==> src/rtl/bec_pkg.sv <==
// Shared widths, core load_status codes and FSM encoding for the BEC host feeder.
package bec_pkg;

  localparam int WORD_W  = 32;
  localparam int OP_W    = 163;
  localparam int WORDS   = (OP_W + WORD_W - 1) / WORD_W;
  localparam int PACK_W  = WORDS * WORD_W;
  localparam int NUM_OPS = 6;
  localparam int CNT_W   = 3;
  localparam int KIDX_W  = 8;

  localparam logic [2:0] LS_A  = 3'b000;
  localparam logic [2:0] LS_B  = 3'b001;
  localparam logic [2:0] LS_C  = 3'b010;
  localparam logic [2:0] LS_D  = 3'b011;
  localparam logic [2:0] LS_d  = 3'b100;
  localparam logic [2:0] LS_W0 = 3'b101;

  typedef enum logic [3:0] {
    ST_IDLE   = 4'd0,
    ST_KEY    = 4'd1,
    ST_REQ    = 4'd2,
    ST_OP_ASM = 4'd3,
    ST_COMMIT = 4'd4,
    ST_GO     = 4'd5,
    ST_RUN    = 4'd6,
    ST_UP_A   = 4'd7,
    ST_SEND_A = 4'd8,
    ST_UP_B   = 4'd9,
    ST_SEND_B = 4'd10
  } state_e;

  function automatic logic is_last_word(input logic [CNT_W-1:0] cnt);
    return cnt == CNT_W'(WORDS - 1);
  endfunction

endpackage

==> src/rtl/bec_word_pack.sv <==
// Shift-in packer: WORDS host words, least-significant first, form one OP_W operand.
module bec_word_pack
  import bec_pkg::*;
(
  input  logic              clk,
  input  logic              rst,
  input  logic              clr,
  input  logic              shift_en,
  input  logic [WORD_W-1:0] word_in,
  output logic [OP_W-1:0]   data,
  output logic [CNT_W-1:0]  cnt,
  output logic              full
);

  logic [PACK_W-1:0] sr_q, sr_d;
  logic [CNT_W-1:0]  cnt_q, cnt_d;

  assign full = (cnt_q == CNT_W'(WORDS));
  assign cnt  = cnt_q;
  // New words enter at the top, so after WORDS shifts word 0 sits in the LSBs.
  assign data = sr_q[OP_W-1:0];

  always_comb begin
    sr_d  = sr_q;
    cnt_d = cnt_q;
    if (clr) begin
      sr_d  = '0;
      cnt_d = '0;
    end else if (shift_en && !full) begin
      sr_d  = {word_in, sr_q[PACK_W-1:WORD_W]};
      cnt_d = cnt_q + CNT_W'(1);
    end
  end

  always_ff @(posedge clk or posedge rst) begin
    if (rst) begin
      sr_q  <= '0;
      cnt_q <= '0;
    end else begin
      sr_q  <= sr_d;
      cnt_q <= cnt_d;
    end
  end

endmodule

==> src/rtl/bec_host_feeder.sv <==
// Host-side sequencer for the binary-Edwards-curve core: key/operand download,
// key-bit feeding during the ladder, and A/B result upload as host words.
//
// Handshakes: a word moves on in_* / out_* exactly when valid and ready are both
// high at a rising clk edge; valid never waits on ready, and out_data holds while
// out_valid is high without out_ready.
module bec_host_feeder
  import bec_pkg::*;
(
  input  logic              clk,
  input  logic              rst,
  input  logic              start,
  output logic              busy,
  input  logic              in_valid,
  output logic              in_ready,
  input  logic [WORD_W-1:0] in_data,
  output logic              out_valid,
  input  logic              out_ready,
  output logic [WORD_W-1:0] out_data,
  output logic              bec_load_data,
  output logic [2:0]        bec_load_status,
  output logic [OP_W-1:0]   bec_data_in,
  output logic              bec_enable,
  output logic              bec_ki,
  input  logic              bec_next_key,
  input  logic [3:0]        bec_status,
  input  logic              bec_done,
  input  logic [OP_W-1:0]   bec_data_out,
  output logic [3:0]        dbg_state
);

  state_e              state_q, state_d;
  logic [CNT_W-1:0]    n_q, n_d;
  logic [KIDX_W-1:0]   k_q, k_d;
  logic [OP_W-1:0]     hold_q, hold_d;
  logic [2:0]          ls_q, ls_d;
  logic                en_q, en_d;
  logic [PACK_W-1:0]   obuf_q, obuf_d;
  logic [CNT_W-1:0]    ocnt_q, ocnt_d;

  logic [OP_W-1:0]     key_data, stage_data;
  logic [CNT_W-1:0]    key_cnt, stage_cnt;
  logic                key_full, stage_full;
  logic                in_fire, out_fire;
  logic                key_clr, stage_clr;
  logic                unused_status;

  assign unused_status = ^{bec_status[3], bec_status[1:0]};

  assign in_ready  = ((state_q == ST_KEY) && !key_full) ||
                     ((state_q == ST_OP_ASM) && !stage_full);
  assign in_fire   = in_valid && in_ready;
  assign out_valid = (state_q == ST_SEND_A) || (state_q == ST_SEND_B);
  assign out_fire  = out_valid && out_ready;
  assign out_data  = obuf_q[WORD_W-1:0];

  assign busy            = (state_q != ST_IDLE);
  assign bec_load_data   = (state_q == ST_REQ);
  assign bec_load_status = ls_q;
  assign bec_data_in     = hold_q;
  assign bec_enable      = en_q;
  assign dbg_state       = state_q;

  // Key register is frozen once KEY ends, so bec_ki only moves when k moves.
  assign bec_ki = ((state_q != ST_IDLE) && (state_q != ST_KEY)) ? key_data[k_q] : 1'b0;

  assign key_clr   = (state_q == ST_IDLE);
  assign stage_clr = (state_q == ST_REQ) || (state_q == ST_COMMIT);

  bec_word_pack u_key_pack (
    .clk      (clk),
    .rst      (rst),
    .clr      (key_clr),
    .shift_en (in_fire && (state_q == ST_KEY)),
    .word_in  (in_data),
    .data     (key_data),
    .cnt      (key_cnt),
    .full     (key_full)
  );

  bec_word_pack u_stage_pack (
    .clk      (clk),
    .rst      (rst),
    .clr      (stage_clr),
    .shift_en (in_fire && (state_q == ST_OP_ASM)),
    .word_in  (in_data),
    .data     (stage_data),
    .cnt      (stage_cnt),
    .full     (stage_full)
  );

  always_comb begin
    state_d = state_q;
    n_d     = n_q;
    k_d     = k_q;
    hold_d  = hold_q;
    ls_d    = ls_q;
    en_d    = 1'b0;
    obuf_d  = obuf_q;
    ocnt_d  = ocnt_q;
    case (state_q)
      ST_IDLE: begin
        if (start) state_d = ST_KEY;
      end
      ST_KEY: begin
        if (in_fire && is_last_word(key_cnt)) begin
          state_d = ST_REQ;
          k_d     = KIDX_W'(OP_W - 1);
        end
      end
      ST_REQ: begin
        if (bec_status[2]) begin
          state_d = ST_OP_ASM;
          n_d     = '0;
        end
      end
      ST_OP_ASM: begin
        if (in_fire && is_last_word(stage_cnt)) state_d = ST_COMMIT;
      end
      ST_COMMIT: begin
        hold_d = stage_data;
        ls_d   = n_q;
        if (n_q < CNT_W'(NUM_OPS - 1)) begin
          n_d     = n_q + CNT_W'(1);
          state_d = ST_OP_ASM;
        end else begin
          state_d = ST_GO;
        end
      end
      ST_GO: begin
        // One idle cycle with operand 5 on the bus before the enable pulse lands.
        en_d    = 1'b1;
        state_d = ST_RUN;
      end
      ST_RUN: begin
        if (bec_next_key && (k_q != '0)) k_d = k_q - KIDX_W'(1);
        if (bec_done) begin
          state_d = ST_UP_A;
          ls_d    = LS_A;
        end
      end
      ST_UP_A: begin
        obuf_d  = {{(PACK_W - OP_W){1'b0}}, bec_data_out};
        ocnt_d  = '0;
        state_d = ST_SEND_A;
      end
      ST_UP_B: begin
        // The core drops out of upload on seeing LS_B, so capture here or never.
        obuf_d  = {{(PACK_W - OP_W){1'b0}}, bec_data_out};
        ocnt_d  = '0;
        ls_d    = LS_A;
        state_d = ST_SEND_B;
      end
      ST_SEND_A, ST_SEND_B: begin
        if (out_fire) begin
          obuf_d = obuf_q >> WORD_W;
          if (is_last_word(ocnt_q)) begin
            ocnt_d = '0;
            if (state_q == ST_SEND_A) begin
              state_d = ST_UP_B;
              ls_d    = LS_B;
            end else begin
              state_d = ST_IDLE;
              ls_d    = LS_A;
            end
          end else begin
            ocnt_d = ocnt_q + CNT_W'(1);
          end
        end
      end
      default: state_d = ST_IDLE;
    endcase
  end

  always_ff @(posedge clk or posedge rst) begin
    if (rst) begin
      state_q <= ST_IDLE;
      n_q     <= '0;
      k_q     <= '0;
      hold_q  <= '0;
      ls_q    <= '0;
      en_q    <= 1'b0;
      obuf_q  <= '0;
      ocnt_q  <= '0;
    end else begin
      state_q <= state_d;
      n_q     <= n_d;
      k_q     <= k_d;
      hold_q  <= hold_d;
      ls_q    <= ls_d;
      en_q    <= en_d;
      obuf_q  <= obuf_d;
      ocnt_q  <= ocnt_d;
    end
  end

endmodule

==> config.mk <==
export PLATFORM = sky130hd
export DESIGN_NAME = bec_host_feeder
export DESIGN_NICKNAME = d
export VERILOG_FILES = /design/src/rtl/bec_pkg.sv /design/src/rtl/bec_word_pack.sv /design/src/rtl/bec_host_feeder.sv
export SDC_FILE = /design/constraint.sdc
export NUM_CORES = 2
export LEC_CHECK = 0
export BUFFER_PORTS_ARGS = -buffer_cell sky130_fd_sc_hd__buf_2
export CORE_MARGIN = 1
export CORE_UTILIZATION = 44
export CTS_BUF_LIST = sky130_fd_sc_hd__clkbuf_8 sky130_fd_sc_hd__clkbuf_16
export CTS_CLUSTER_DIAMETER = 200
export DETAILED_ROUTE_END_ITERATION = 8
export HOLD_SLACK_MARGIN = 0.1
export PLACE_DENSITY_LB_ADDON = 0.25
export SLEW_MARGIN = 30
export SYNTH_ARGS = -nofsm -noshare
export SYNTH_HDL_FRONTEND = slang
export SYNTH_SLANG_ARGS = --single-unit
==> constraint.sdc <==
create_clock -name clk -period 50.4 [get_ports clk]
set_input_delay 5.04 -clock clk [delete_from_list [all_inputs] [get_ports clk]]
set_output_delay 5.04 -clock clk [all_outputs]
set_load 0.02 [all_outputs]
==> results by group <==
Outcome
  • Status: completed

STA
  • Worst clock skew: 0.0402 ns
  • Setup TNS: 0 ns
  • Worst slew margin: 33.3%
  • Endpoints failing setup: 0
  • Hold Slack: 0.465 ns
  • Final worst-path cycle share: 17.3%
  • Final min period: 8.72 ns
  • FMAX: 0.115 GHz
  • Hold Violations, Final: 0
  • Final Max Tran Viols: 0
  • Worst Tran Pin Value: 1.00 ns
  • RSZ-0062 raised after global routing: no

Setup path
  • Critical path startpoint category: register
  • Reg2Reg Depth: 7
  • Crit Path Class: reg2out
  • Crit path DAT: 3.68 ns
  • Crit-path max FO: 41
  • Reg-to-reg startpoint: dbg_state[0]$_DFFE_PP0P_
  • Setup crit start: k_q[0]$_DFFE_PP0P_
  • CP required: 45.36 ns
  • Element type at the critical path end: primary output

Floorplanning
  • Die area: 0.0709 mm2
  • Core ar.: 0.0688 mm2
  • I/O pin cnt: 414
  • DIE WIDTH: 266 um
  • Num rows: 96
  • Initial Util: 44.6%
  • Die Y: 266 um

Layout
  • Nets: 3293
  • Fin area: 0.0359 mm2
  • Ratio of cells with drive above 1 in the final layout: 25.2%
  • Synthesis-to-finish area growth: 16.9%

Pwr
  • Max VDD drop: 0.0441 mV
  • P per Cell Area: 58.4 mW/mm2
  • P_leak: 0.0184 uW

Synthesis
  • Average cell area after synthesis: 10.9 um2
  • Syn Inst Count: 2809
  • Ys flop type: dfrtp_1
  • Synth warn: 0
  • FFs w/ async S/R, synth: 100%
  • Post-synth EDFFs: 0
  • Cell Area, Synth: 0.0307 mm2
  • Synth Net Count: 3024
  • Number of distinct library cells after synthesis: 68
  • Post-synthesis sequential area ratio: 60.1%
  • Register bit total from synthesis: 738

Detailed routing
  • DR pass1 iterations: 7
  • WL met3: 5.42 mm
  • Highest metal used: met5
  • DRT met1 WL: 36.5 mm
  • Vias per inst: 5.50
  • Routed Antenna Nets: 0
  • Vias: 22.5k
  • Drt total wl: 81.3 mm
  • Post-route DRC: 0
  • WL met2: 37.5 mm
  • Iter 0 DRT Violations: 2299
  • Routed len/inst: 19.9 um

Clocking
  • Htree depth: 3
  • Worst-path clk slew: 0.06 ns
  • Cts hold-fix bufs: 0
  • Clk buf depth: 3
  • CTS tree: yes
  • Number of CTS-inserted buffers: 80
  • CTS resizes: 0
  • # Post-CTS Setup Buffers: 0
  • Clock Sinks: 738
  • Clock latency on the worst-skew pair: 0.64 ns
  • Clk root buf: clkbuf_16

Placed design
  • Post-detail-place hpwl: 53.9 mm
  • Dpl cell area: 0.0330 mm2
  • Gp weighted congestion: 0.888
  • Buffers added on ports: 410

Hold path
  • WHS Path Cells: 2
  • HP Start: u_key_pack.sr_q[181]$_DFFE_PP0P_
  • Hold Path Class: reg2reg

Global route
  • Largest net degree at the start of global routing: 244
  • Global-route wire length before repair: 127 mm
  • Vias in the first global route: 21.7k
  • Initial antenna violation count: 20
  • Overflow after GRT: 0
  • Overall Global Routing Usage: 22.8%

Flow run
  • Max-capacitance violation count: 0
-- worst paths after layout --
kind                                                         end  slack (ns)
worst min-delay path            u_key_pack.sr_q[149]$_DFFE_PP0P_        0.47
worst max register to register             obuf_q[0]$_DFFE_PP0P_       46.27
min in group asynchronous            bec_data_in[17]$_DFFE_PP0P_        4.49
worst max-delay path                                      bec_ki       41.68
max in group asynchronous                obuf_q[141]$_DFFE_PP0P_       43.02
worst min register to register  u_key_pack.sr_q[149]$_DFFE_PP0P_        0.47
-- state kept, by name, summed over array words and instances (netlist names) --
signal and cells:
n_q 3, dbg_state 4, bec_load_status 3, u_key_pack.cnt 3, u_stage_pack.sr_q 192, obuf_q 163
k_q 8, ocnt_q 3, u_key_pack.sr_q 192, u_stage_pack.cnt 3, bec_enable 1, bec_data_in 163
-- critical path: stages (launching register included) --
cell and delay [ns]:
dfrtp_2 0.33, buf_4 0.55, mux4_2 0.63, a22oi_1 0.24
a41oi_1 0.18, a2111oi_0 0.63, a211oi_1 0.21, buf_2 0.22
-- cells in the final DEF, fill, tap and decap left out, types with 4 or more instances in the layout --
| cell type | netlist | final |
|---|---|---|
| diode_2 | 0 | 10 |
| nand2_1 | 735 | 734 |
| buf_12 | 0 | 4 |
| inv_1 | 12 | 24 |
| a22o_1 | 198 | 197 |
| nand3_1 | 234 | 233 |
| nor2_1 | 142 | 142 |
| mux2_2 | 169 | 169 |
| ha_1 | 9 | 9 |
| nand2b_1 | 6 | 6 |
| and2_1 | 4 | 4 |
| bufinv_16 | 0 | 10 |
| o31ai_1 | 5 | 5 |
| nor3_1 | 4 | 4 |
| mux2i_1 | 26 | 26 |
| a31oi_1 | 135 | 135 |
| clkinv_2 | 0 | 12 |
| o2bb2ai_1 | 4 | 4 |
| buf_4 | 38 | 11 |
| and3_1 | 5 | 4 |
| clkbuf_8 | 0 | 16 |
| buf_6 | 2 | 10 |
| dfrtp_1 | 738 | 736 |
| a21oi_1 | 10 | 10 |
| o21ai_0 | 22 | 22 |
| clkbuf_16 | 0 | 80 |
| buf_2 | 115 | 410 |
| nor2b_1 | 8 | 8 |
| mux4_2 | 33 | 33 |
-- Yosys cell counts, drive strengths merged (2+ instances only) --
cell	instances	share of area [%]
nor2	142	1.7
and2	4	0.081
nor3b	2	0.065
o22ai	3	0.061
clkbuf	85	1.0
a211oi	3	0.073
a21oi	10	0.16
a31oi	135	2.7
a22o	198	5.6
nor4	2	0.090
nor3	6	0.13
mux2	169	6.2
nand2b	6	0.12
o21ai	24	0.39
ha	9	0.37
a22oi	3	0.073
mux2i	26	0.85
nor2b	8	0.16
o22a	2	0.057
or4	2	0.049
nand3	234	3.8
o2111ai	2	0.057
a32o	2	0.065
nand4b	2	0.057
dfrtp	738	60
mux4	33	2.4
or2	2	0.041
nand2	735	9.0
inv	14	0.17
o31ai	5	0.12
and3	5	0.10
clkinv	2	0.024
o2bb2ai	4	0.11
a21boi	2	0.061
buf	164	3.0
or3	3	0.061
-- report_power, final --
group          switching (uW)  leakage, uW  internal [uW]
Clock                     247      0.00143            368
Combinational             377      0.00725            208
Sequential                131      0.00977            767
-- cell families after synthesis --
family / count (synthesis) / share of synthesized area (%)
AND/OR/NAND/NOR: 1159 / 15.7
flip-flops: 738 / 60.1
AO/OA/AOI/OAI: 408 / 10.1
buffers and inverters: 265 / 4.22
multiplexers: 228 / 9.46
adder cells (fa/ha/maj): 9 / 0.367
XOR/XNOR: 2 / 0.0570
-- layout make-up --
class	count	area (um2)
Antenna cell	10	25.0
Fill cell	6120	32900
Sequential cell	738	18500
Clock buffer	96	2220
Tap cell	931	1160
Multi-Input combinational cell	1806	11000
Clock inverter	47	583
Timing Repair Buffer	436	2350
Inverter	16	70.1
-- through the flow --
step	power (uW)	util [%]	setup WS (ns)	cells
final	2100	52.2	41.68	4080
after floorplan	1330	-	24.65	2809
after global placement	1460	47.9	41.83	3925
after detailed placement	1490	48.0	41.81	3925
after global routing	2220	52.2	41.56	4078
after CTS	2110	52.0	41.61	4068
-- routing by layer --
metal	vias up	GRT usage (%)
met2	686	34.7
li1	10300	-
met1	11400	32.8
met4	14	7.10
met3	125	4.48
met5	-	0
No activity file was read; power rests on OpenSTA's default activity.
